File: src/rtl/demux_stream_n.sv
// Registered 1-to-CHANNELS stream demultiplexer with valid/ready on input and every output.
// Optional macro DEMUX_STREAM_ERR_EN adds err / err_clr / drop_cnt for out-of-range selects.
module demux_stream_n #(
    parameter int WIDTH    = 8,
    parameter int CHANNELS = 8,
    parameter int SEL_W    = 3
) (
    input  logic                      clk,
    input  logic                      rst_n,
    input  logic                      enable,
    input  logic                      mode,
    input  logic                      in_valid,
    output logic                      in_ready,
    input  logic [WIDTH-1:0]          in_data,
    input  logic [SEL_W-1:0]          select,
    output logic [CHANNELS-1:0]       out_valid,
    input  logic [CHANNELS-1:0]       out_ready,
    output logic [CHANNELS*WIDTH-1:0] out_data,
    output logic [SEL_W-1:0]          rr_ptr
`ifdef DEMUX_STREAM_ERR_EN
    ,
    output logic                      err,
    input  logic                      err_clr,
    output logic [7:0]                drop_cnt
`endif
);

    localparam logic [SEL_W:0]   CHAN_LIM = (SEL_W+1)'(CHANNELS);
    localparam logic [SEL_W-1:0] RR_LAST  = SEL_W'(CHANNELS - 1);

    logic [WIDTH-1:0] data_q;
    logic [SEL_W-1:0] chan_q;
    logic [SEL_W-1:0] rr_q;
    logic             full_q;

    logic [SEL_W-1:0] dest;
    logic             drain;
    logic             accept;
    logic             in_range;

    // NOTE: every always_comb output gets a default first so no path leaves it unassigned (no latch).
    always_comb begin
        drain = 1'b0;
        for (int i = 0; i < CHANNELS; i++) begin
            if (chan_q == SEL_W'(i)) drain = full_q & out_ready[i];
        end
    end

    // Gated by rst_n so nothing is taken while the block is held in reset.
    assign in_ready = rst_n && enable && (!full_q || drain);
    assign accept   = in_valid && in_ready;
    assign dest     = mode ? rr_q : select;
    assign in_range = {1'b0, dest} < CHAN_LIM;

    // NOTE: sequential state uses non-blocking assignments so all registers update from pre-edge values.
    always_ff @(posedge clk or negedge rst_n) begin
        if (!rst_n) begin
            data_q <= '0;
            chan_q <= '0;
            full_q <= 1'b0;
            rr_q   <= '0;
        end else begin
            if (accept && in_range) begin
                data_q <= in_data;
                chan_q <= dest;
                full_q <= 1'b1;
            end else if (drain) begin
                full_q <= 1'b0;
            end
            if (accept && mode) begin
                rr_q <= (rr_q == RR_LAST) ? '0 : rr_q + 1'b1;
            end
        end
    end

    always_comb begin
        out_valid = '0;
        out_data  = '0;
        for (int i = 0; i < CHANNELS; i++) begin
            if (full_q && (chan_q == SEL_W'(i))) begin
                out_valid[i]               = 1'b1;
                out_data[i*WIDTH +: WIDTH] = data_q;
            end
        end
    end

    assign rr_ptr = rr_q;

`ifdef DEMUX_STREAM_ERR_EN
    logic       drop;
    logic       err_q;
    logic [7:0] drop_q;

    assign drop = accept && !in_range;

    // A drop in the same cycle as err_clr keeps err set.
    always_ff @(posedge clk or negedge rst_n) begin
        if (!rst_n) begin
            err_q  <= 1'b0;
            drop_q <= '0;
        end else begin
            if (drop)         err_q <= 1'b1;
            else if (err_clr) err_q <= 1'b0;
            if (drop && (drop_q != 8'hFF)) drop_q <= drop_q + 8'd1;
        end
    end

    assign err      = err_q;
    assign drop_cnt = drop_q;
`endif

endmodule

File: config.mk
export PLATFORM = sky130hd
export DESIGN_NAME = demux_stream_n
export DESIGN_NICKNAME = d
export VERILOG_FILES = /design/src/rtl/demux_stream_n.sv
export SDC_FILE = /design/constraint.sdc
export NUM_CORES = 1
export LEC_CHECK = 0
export ABC_AREA = 1
export CORE_AREA = 4 4 64 66
export DETAILED_ROUTE_END_ITERATION = 12
export DIE_AREA = 0 0 68 70
export GPL_TIMING_DRIVEN = 0
export PLACE_DENSITY = 0.85
export SETUP_SLACK_MARGIN = 0.2
export SYNTH_ARGS = -nofsm -noshare
export SYNTH_HDL_FRONTEND = slang
export SYNTH_SLANG_ARGS = --single-unit
File: constraint.sdc
create_clock -name clk -period 2.4 [get_ports clk]
set_clock_uncertainty 0.15 [all_clocks]
set_input_delay 0.36 -clock clk [delete_from_list [all_inputs] [get_ports clk]]
set_output_delay 0.36 -clock clk [all_outputs]
set_load 0.05 [all_outputs]
==> flow_metrics.py, run 1 <==
metrics = {
    "status": {
        "status": "completed",
    },
    "drt": {
        "drcViolationCount": 0,
        "first_iter_violations": 64,
        "wl_per_cell_um": 13.4,
        "drt-vias-per-instance": 4.52,
        "first_pass_iters": 4,
        "vias": 1551,
        "drt_wl_total_um": 4590,
        "drtAntennaViolNets": 0,
    },
    "flow_run": {
        "drv_cap": 0,
    },
    "yosys": {
        "synth_fp_nets": 213,
        "syn_area_um2": 1150,
        "syn-mean-instance-area_um2": 6.15,
        "synth-compound-area-share": 0.0947,
        "seq_area_frac_synth": 0.326,
        "synth_top_family_by_area": "simple AND/OR/NAND/NOR gates",
        "syn_inst": 187,
        "yosys.area.top_type": "dfrtp_1",
        "synthSimpleGateAreaFrac": 0.440,
        "ys_seq_elements": 15,
        "synth_top_area_frac": 0.326,
        "synth_xor_area_frac": 0,
        "synthMuxAreaShare": 0,
        "synth_area_leaders": "dfrtp_1, nor2_1, nand2_1",
        "synth_fa_ha_area_frac": 0.0218,
        "synth_warnings": 0,
        "synthDistinctLibCells": 21,
    },
    "worst_setup_path": {
        "worstPathRequired_ps": 1890,
        "timing.rr.start": "full_q$_DFFE_PN0P_",
        "crit_path_end": "in_ready",
        "reg2reg_depth": 11,
        "r2r_end": "chan_q[2]$_DFFE_PN0P_",
        "crit_arrival_ps": 1730,
        "startpoint": "full_q$_DFFE_PN0P_",
        "rrSetupSlack_ps": 470,
        "critical_path_class": "flip-flop to output pin",
        "critPathCaptureType": "output pin",
        "worst-path-max-fanout": 10,
        "cp-start-kind": "flip-flop",
    },
    "die": {
        "io_pins": 100,
        "die_area_um2": 4760,
        "design.core.area_um2": 3580,
        "die_x_um": 68,
        "row_count": 22,
        "start_util": 0.321,
        "die_h_um": 70,
    },
    "hold_path": {
        "hp-class": "primary input to asynchronous set/reset pin",
    },
    "cells_and_area": {
        "most-common-layout-cells": "nor2_1, buf_2, nand2_1",
        "nets": 322,
        "final_common_cell": "nor2_1",
        "fin_cells": 343,
        "n_antenna_cell": 0,
        "area_growth_pct": 97.8,
        "drive_gt1_frac": 0.454,
    },
    "timing": {
        "hold_viol": 0,
        "fin_tns_setup_ps": 0,
        "setup_violations": 0,
        "drv_slew": 0,
        "max_slew_margin": 0.541,
        "min_period_ps": 2240,
        "max_freq_mhz": 447,
        "rsz0062_at_grt": "yes",
        "worst-slew-pin-transition_ps": 688,
        "min_period_over_period": 0.933,
    },
    "clock_tree": {
        "cts_root_buf": "clkbuf_4",
        "path_clk_slew_ps": 90,
        "cts_tree": "built",
        "cts_hold_buf": 0,
        "clock-sinks": 15,
        "insertion_delay_ps": 280,
        "cts_buffers": 3,
        "clockBufferDepth": 2,
        "htree_levels": 1,
    },
    "power_and_ir_drop": {
        "ir_drop_mv": 0.578,
        "power_mw": 2.24,
        "p_leak_nw": 1.14,
        "p_per_area_nw_per_um2": 986,
    },
    "global_route": {
        "grtUsageTotal": 0.185,
        "grt_pass1_vias": 1473,
        "grt_max_degree": 17,
        "grt-ovfl-total": 0,
        "grt_pass1_wl_um": 6900,
        "antenna_found_initial": 0,
    },
    "placement": {
        "place_inst": 334,
        "dpl.hpwl_um": 3560,
        "gp_congestion": 0.833,
        "port-buffer-count": 99,
    },
}
-- power breakdown --
group | leakage (nW) | switching [mW] | internal [mW]
Sequential | 0.183 | 0.105 | 0.380
Clock | 0.0150 | 0.0755 | 0.0644
Combinational | 0.942 | 1.18 | 0.442
Total | 1.14 | 1.36 | 0.886
-- synth_stat cells --
cell	instances
o21ai_2	3
nor2_1	71
nor2_2	3
buf_6	2
or2_1	1
nand4_1	1
o21ai_0	3
o21ai_1	8
a21oi_1	1
clkinv_1	8
nand4_2	1
nand2_2	1
nor2_4	2
nand2_1	31
inv_1	19
nand3_1	8
o21bai_1	3
nand3_2	1
dfrtp_1	15
inv_2	3
ha_1	2
-- per-layer routing --
| layer | routed length, um | track usage | vias up |
|---|---|---|---|
| met2 | 2230 | 0.317 | 68 |
| met1 | 1850 | 0.217 | 685 |
| met4 | 72 | 0.0552 | 0 |
| met3 | 441 | 0.0514 | 8 |
| li1 | - | - | 790 |
| met5 | 0 | 0 | - |
-- final cells by class --
| class | instances | area [um^2] |
|---|---|---|
| multi-input cells | 141 | 806 |
| well taps | 48 | 60.1 |
| plain buffers | 2 | 22.5 |
| inverters | 30 | 128 |
| repair buffers | 103 | 855 |
| flip-flops and latches | 15 | 378 |
| fillers | 364 | 1300 |
| clock buffers | 4 | 26.3 |
-- state kept, by name, indices dropped and copies added (netlist names) --
signal / flops
chan_q: 3
data_q: 8
full_q: 1
rr_ptr: 3
-- repair_timing --
item | in CTS | in global routing
gates resized for setup | 288 | 121
gates cloned | 0 | 1
endpoints found under the setup margin | 73 | 68
pin swaps | 0 | 3
setup buffers | 1 | 3
-- kinds of logic after synthesis --
logic type      after synthesis
compound gates               18
buf+inv                      32
flops                        15
fa+ha+maj                     2
simple gates                120
-- worst max-delay path, stage by stage (launching register included) --
cell and delay, ps:
dfrtp_2 460, inv_4 140, nor2_4 70, nand2_4 140, nor2_1 50, nor2_1 140, nand4_2 150, nand3_4 110
inv_1 50, buf_6 140
-- through the flow --
step / hold WS, ps / area (um^2) / worst slack, ps / utilization
floorplan: -85.6 / 1270 / 125 / -
global placement: 431 / 2320 / -596 / 0.649
detailed placement: 454 / 2320 / -658 / 0.649
CTS: 98.5 / 2330 / 40.6 / 0.652
global route: 128 / 2270 / 65.5 / 0.636
finish: 75.4 / 2270 / 161 / 0.636
-- worst min path at each step --
stage | start | endpoint | slack, ps | cells after the start
after global routing | rst_n | data_q[2]$_DFFE_PN0P_ | 130 | 1
after CTS | rst_n | rr_ptr[1]$_DFFE_PN0P_ | 100 | 1
after floorplan | rst_n | chan_q[0]$_DFFE_PN0P_ | -90 | 0
final | rst_n | rr_ptr[1]$_DFFE_PN0P_ | 80 | 1
after detailed placement | rr_ptr[0]$_DFFE_PN0P_ | rr_ptr[0]$_DFFE_PN0P_ | 450 | 3
after global placement | rr_ptr[0]$_DFFE_PN0P_ | rr_ptr[0]$_DFFE_PN0P_ | 430 | 3
Power figures use the tool's default switching activity.
==> run 2: changes to the inputs <==
--- a/config.mk
+++ b/config.mk
@@ -6,9 +6,10 @@
 export NUM_CORES = 1
 export LEC_CHECK = 0
 export ABC_AREA = 1
-export CORE_AREA = 4 4 64 66
+export CORE_AREA = 4 4 63 65
+export CTS_BUF_LIST = sky130_fd_sc_hd__clkbuf_4 sky130_fd_sc_hd__clkbuf_8
 export DETAILED_ROUTE_END_ITERATION = 12
-export DIE_AREA = 0 0 68 70
+export DIE_AREA = 0 0 67 69
 export GPL_TIMING_DRIVEN = 0
 export PLACE_DENSITY = 0.85
 export SETUP_SLACK_MARGIN = 0.2
==> run 2 against run 1 <==
  * Power decreased by 2.7%
  * Global-route usage rose by 1.5 points
  * Hold slack got worse by 11 ps
  * Count of clock-buffer cells in the layout unchanged
  * Utilization rose by 0.81 points
  * Die area down 2.9%
  * Critical path depth unchanged
  * Cell area decreased by 5.6%
  * Sequential power shrank 1%
  * Combinational power down 4%
  * Routed wire length rose by 5.5%
  * Clock power increased by 12%
  * Critical path type unchanged
  * Critical endpoint unchanged
  * Largest power group unchanged
==> flow_metrics.py, run 2 (same netlist as run 1, synthesis figures left out) <==
metrics = {
    "global_route": {
        "grt_pass1_vias": 1481,
        "grtUsageTotal": 0.200,
        "grt-ovfl-total": 0,
        "grt_max_degree": 17,
        "grt_pass1_wl_um": 7440,
        "antenna_found_initial": 0,
    },
    "drt": {
        "first_iter_violations": 83,
        "drt_wl_total_um": 4840,
        "vias": 1575,
        "drcViolationCount": 0,
        "first_pass_iters": 4,
        "drtAntennaViolNets": 0,
        "drt-vias-per-instance": 4.65,
        "wl_per_cell_um": 14.3,
    },
    "die": {
        "start_util": 0.345,
        "die_x_um": 67,
        "design.core.area_um2": 3340,
        "io_pins": 100,
        "row_count": 21,
        "die_h_um": 69,
        "die_area_um2": 4620,
    },
    "timing": {
        "min_period_over_period": 0.942,
        "fin_tns_setup_ps": 0,
        "fin_ws_ps": 140,
        "worst-slew-pin-transition_ps": 686,
        "setup_violations": 0,
        "hold_viol": 0,
        "rsz0062_at_grt": "yes",
        "drv_slew": 0,
        "max_slew_margin": 0.543,
        "hold_ws_ps": 63.9,
        "max_freq_mhz": 443,
        "min_period_ps": 2260,
    },
    "worst_setup_path": {
        "reg2reg_depth": 11,
        "crit_arrival_ps": 1750,
        "crit_family": "simple AND/OR/NAND/NOR gates",
        "rrSetupSlack_ps": 460,
        "cp_common_cell": "nor2_1",
        "cp-start-kind": "flip-flop",
        "critical_path_class": "flip-flop to output pin",
        "timing.rr.start": "full_q$_DFFE_PN0P_",
        "worst-path-max-fanout": 10,
        "worstPathRequired_ps": 1890,
        "crit_buf_inv": 3,
        "r2r_end": "data_q[5]$_DFFE_PN0P_",
        "cp_slowest_stage_delay_ps": 470,
        "critPathCaptureType": "output pin",
        "path_cells": "inv_4, nor2_4, nand2_4, nor2_1, nor2_1, nand4_2, nand3_2, inv_1, buf_6",
        "critical_path.slowest_cell": "dfrtp_2",
    },
    "placement": {
        "port-buffer-count": 99,
        "dpl.hpwl_um": 3750,
        "dpl_cell_area_um2": 2320,
        "gp_congestion": 0.793,
        "place_inst": 332,
        "dp_slack_ps": -664,
    },
    "clock_tree": {
        "clock-sinks": 15,
        "cts_buffers": 3,
        "htree_levels": 1,
        "cts_root_buf": "clkbuf_4",
        "clockBufferDepth": 2,
        "cts_tree": "built",
        "cts_hold_buf": 0,
        "insertion_delay_ps": 280,
        "path_clk_slew_ps": 90,
    },
    "cells_and_area": {
        "stdcell_area_um2": 2150,
        "fillers": 335,
        "final_common_cell": "nor2_1",
        "seqCellArea_um2": 378,
        "fin_cells": 339,
        "top_register": "data_q",
        "area_growth_pct": 86.8,
        "fin_util": 0.644,
        "multi_input_area_um2": 783,
        "n_antenna_cell": 0,
        "most-common-layout-cells": "nor2_1, buf_2, nand2_1",
        "drive_gt1_frac": 0.444,
        "largest_reg_flops": 8,
        "nets": 320,
    },
    "power_and_ir_drop": {
        "p_leak_nw": 1.12,
        "ir_drop_mv": 0.610,
        "power_mw": 2.18,
        "p_per_area_nw_per_um2": 1020,
    },
    "flow_run": {
        "drv_cap": 0,
    },
    "hold_path": {
        "hp-class": "primary input to asynchronous set/reset pin",
    },
    "status": {
        "status": "completed",
    },
}
-- run 2: cell count changes in the layout (fill, tap and decap cells not counted), moves of 2 or more --
cell             delta
clkdlybuf4s15_2     -5
nor2_4              -2
nand2_1             +2
buf_6              -15
nand2_2             -2
inv_1               +2
clkdlybuf4s18_2     +2
buf_2               +2
nor2_2              +2
clkbuf_4            +2
buf_4              +14
-- run 2: worst max path at each step --
stage,start,endpoint,slack [ps],depth (start not counted)
finish,full_q$_DFFE_PN0P_,in_ready,140,9
global route,full_q$_DFFE_PN0P_,in_ready,30,9
CTS,chan_q[0]$_DFFE_PN0P_,out_data[50],10,6
detailed placement,rst_n,in_ready,-660,6
global placement,rst_n,in_ready,-580,6
floorplan,chan_q[1]$_DFFE_PN0P_,out_data[32],130,5
-- run 2: power breakdown --
group / switching [mW] / internal, mW / leakage [nW]
combinational: 1.15 / 0.395 / 0.920
clock: 0.0811 / 0.0759 / 0.0184
sequential: 0.0987 / 0.380 / 0.183
-- run 2: what timing repair did --
action,CTS,global route
pin swaps,0,2
setup endpoints to repair,73,73
cloned,0,1
resized for setup,313,83
setup buffers,2,0
-- run 2: layer usage --
layer / part of all wire / wire (um) / GRT usage
met5: 0 / 0 / 0
met4: 0.026 / 127 / 0.0698
met3: 0.11 / 536 / 0.0536
met2: 0.47 / 2260 / 0.331
met1: 0.40 / 1920 / 0.244
-- run 2: layout make-up --
type	instances	area share
flip-flops and latches	15	0.176
multi-input cells	141	0.365
repair buffers	101	0.351
clock buffers	4	0.0140
inverters	30	0.0577
well taps	46	0.0268
plain buffers	2	0.0105
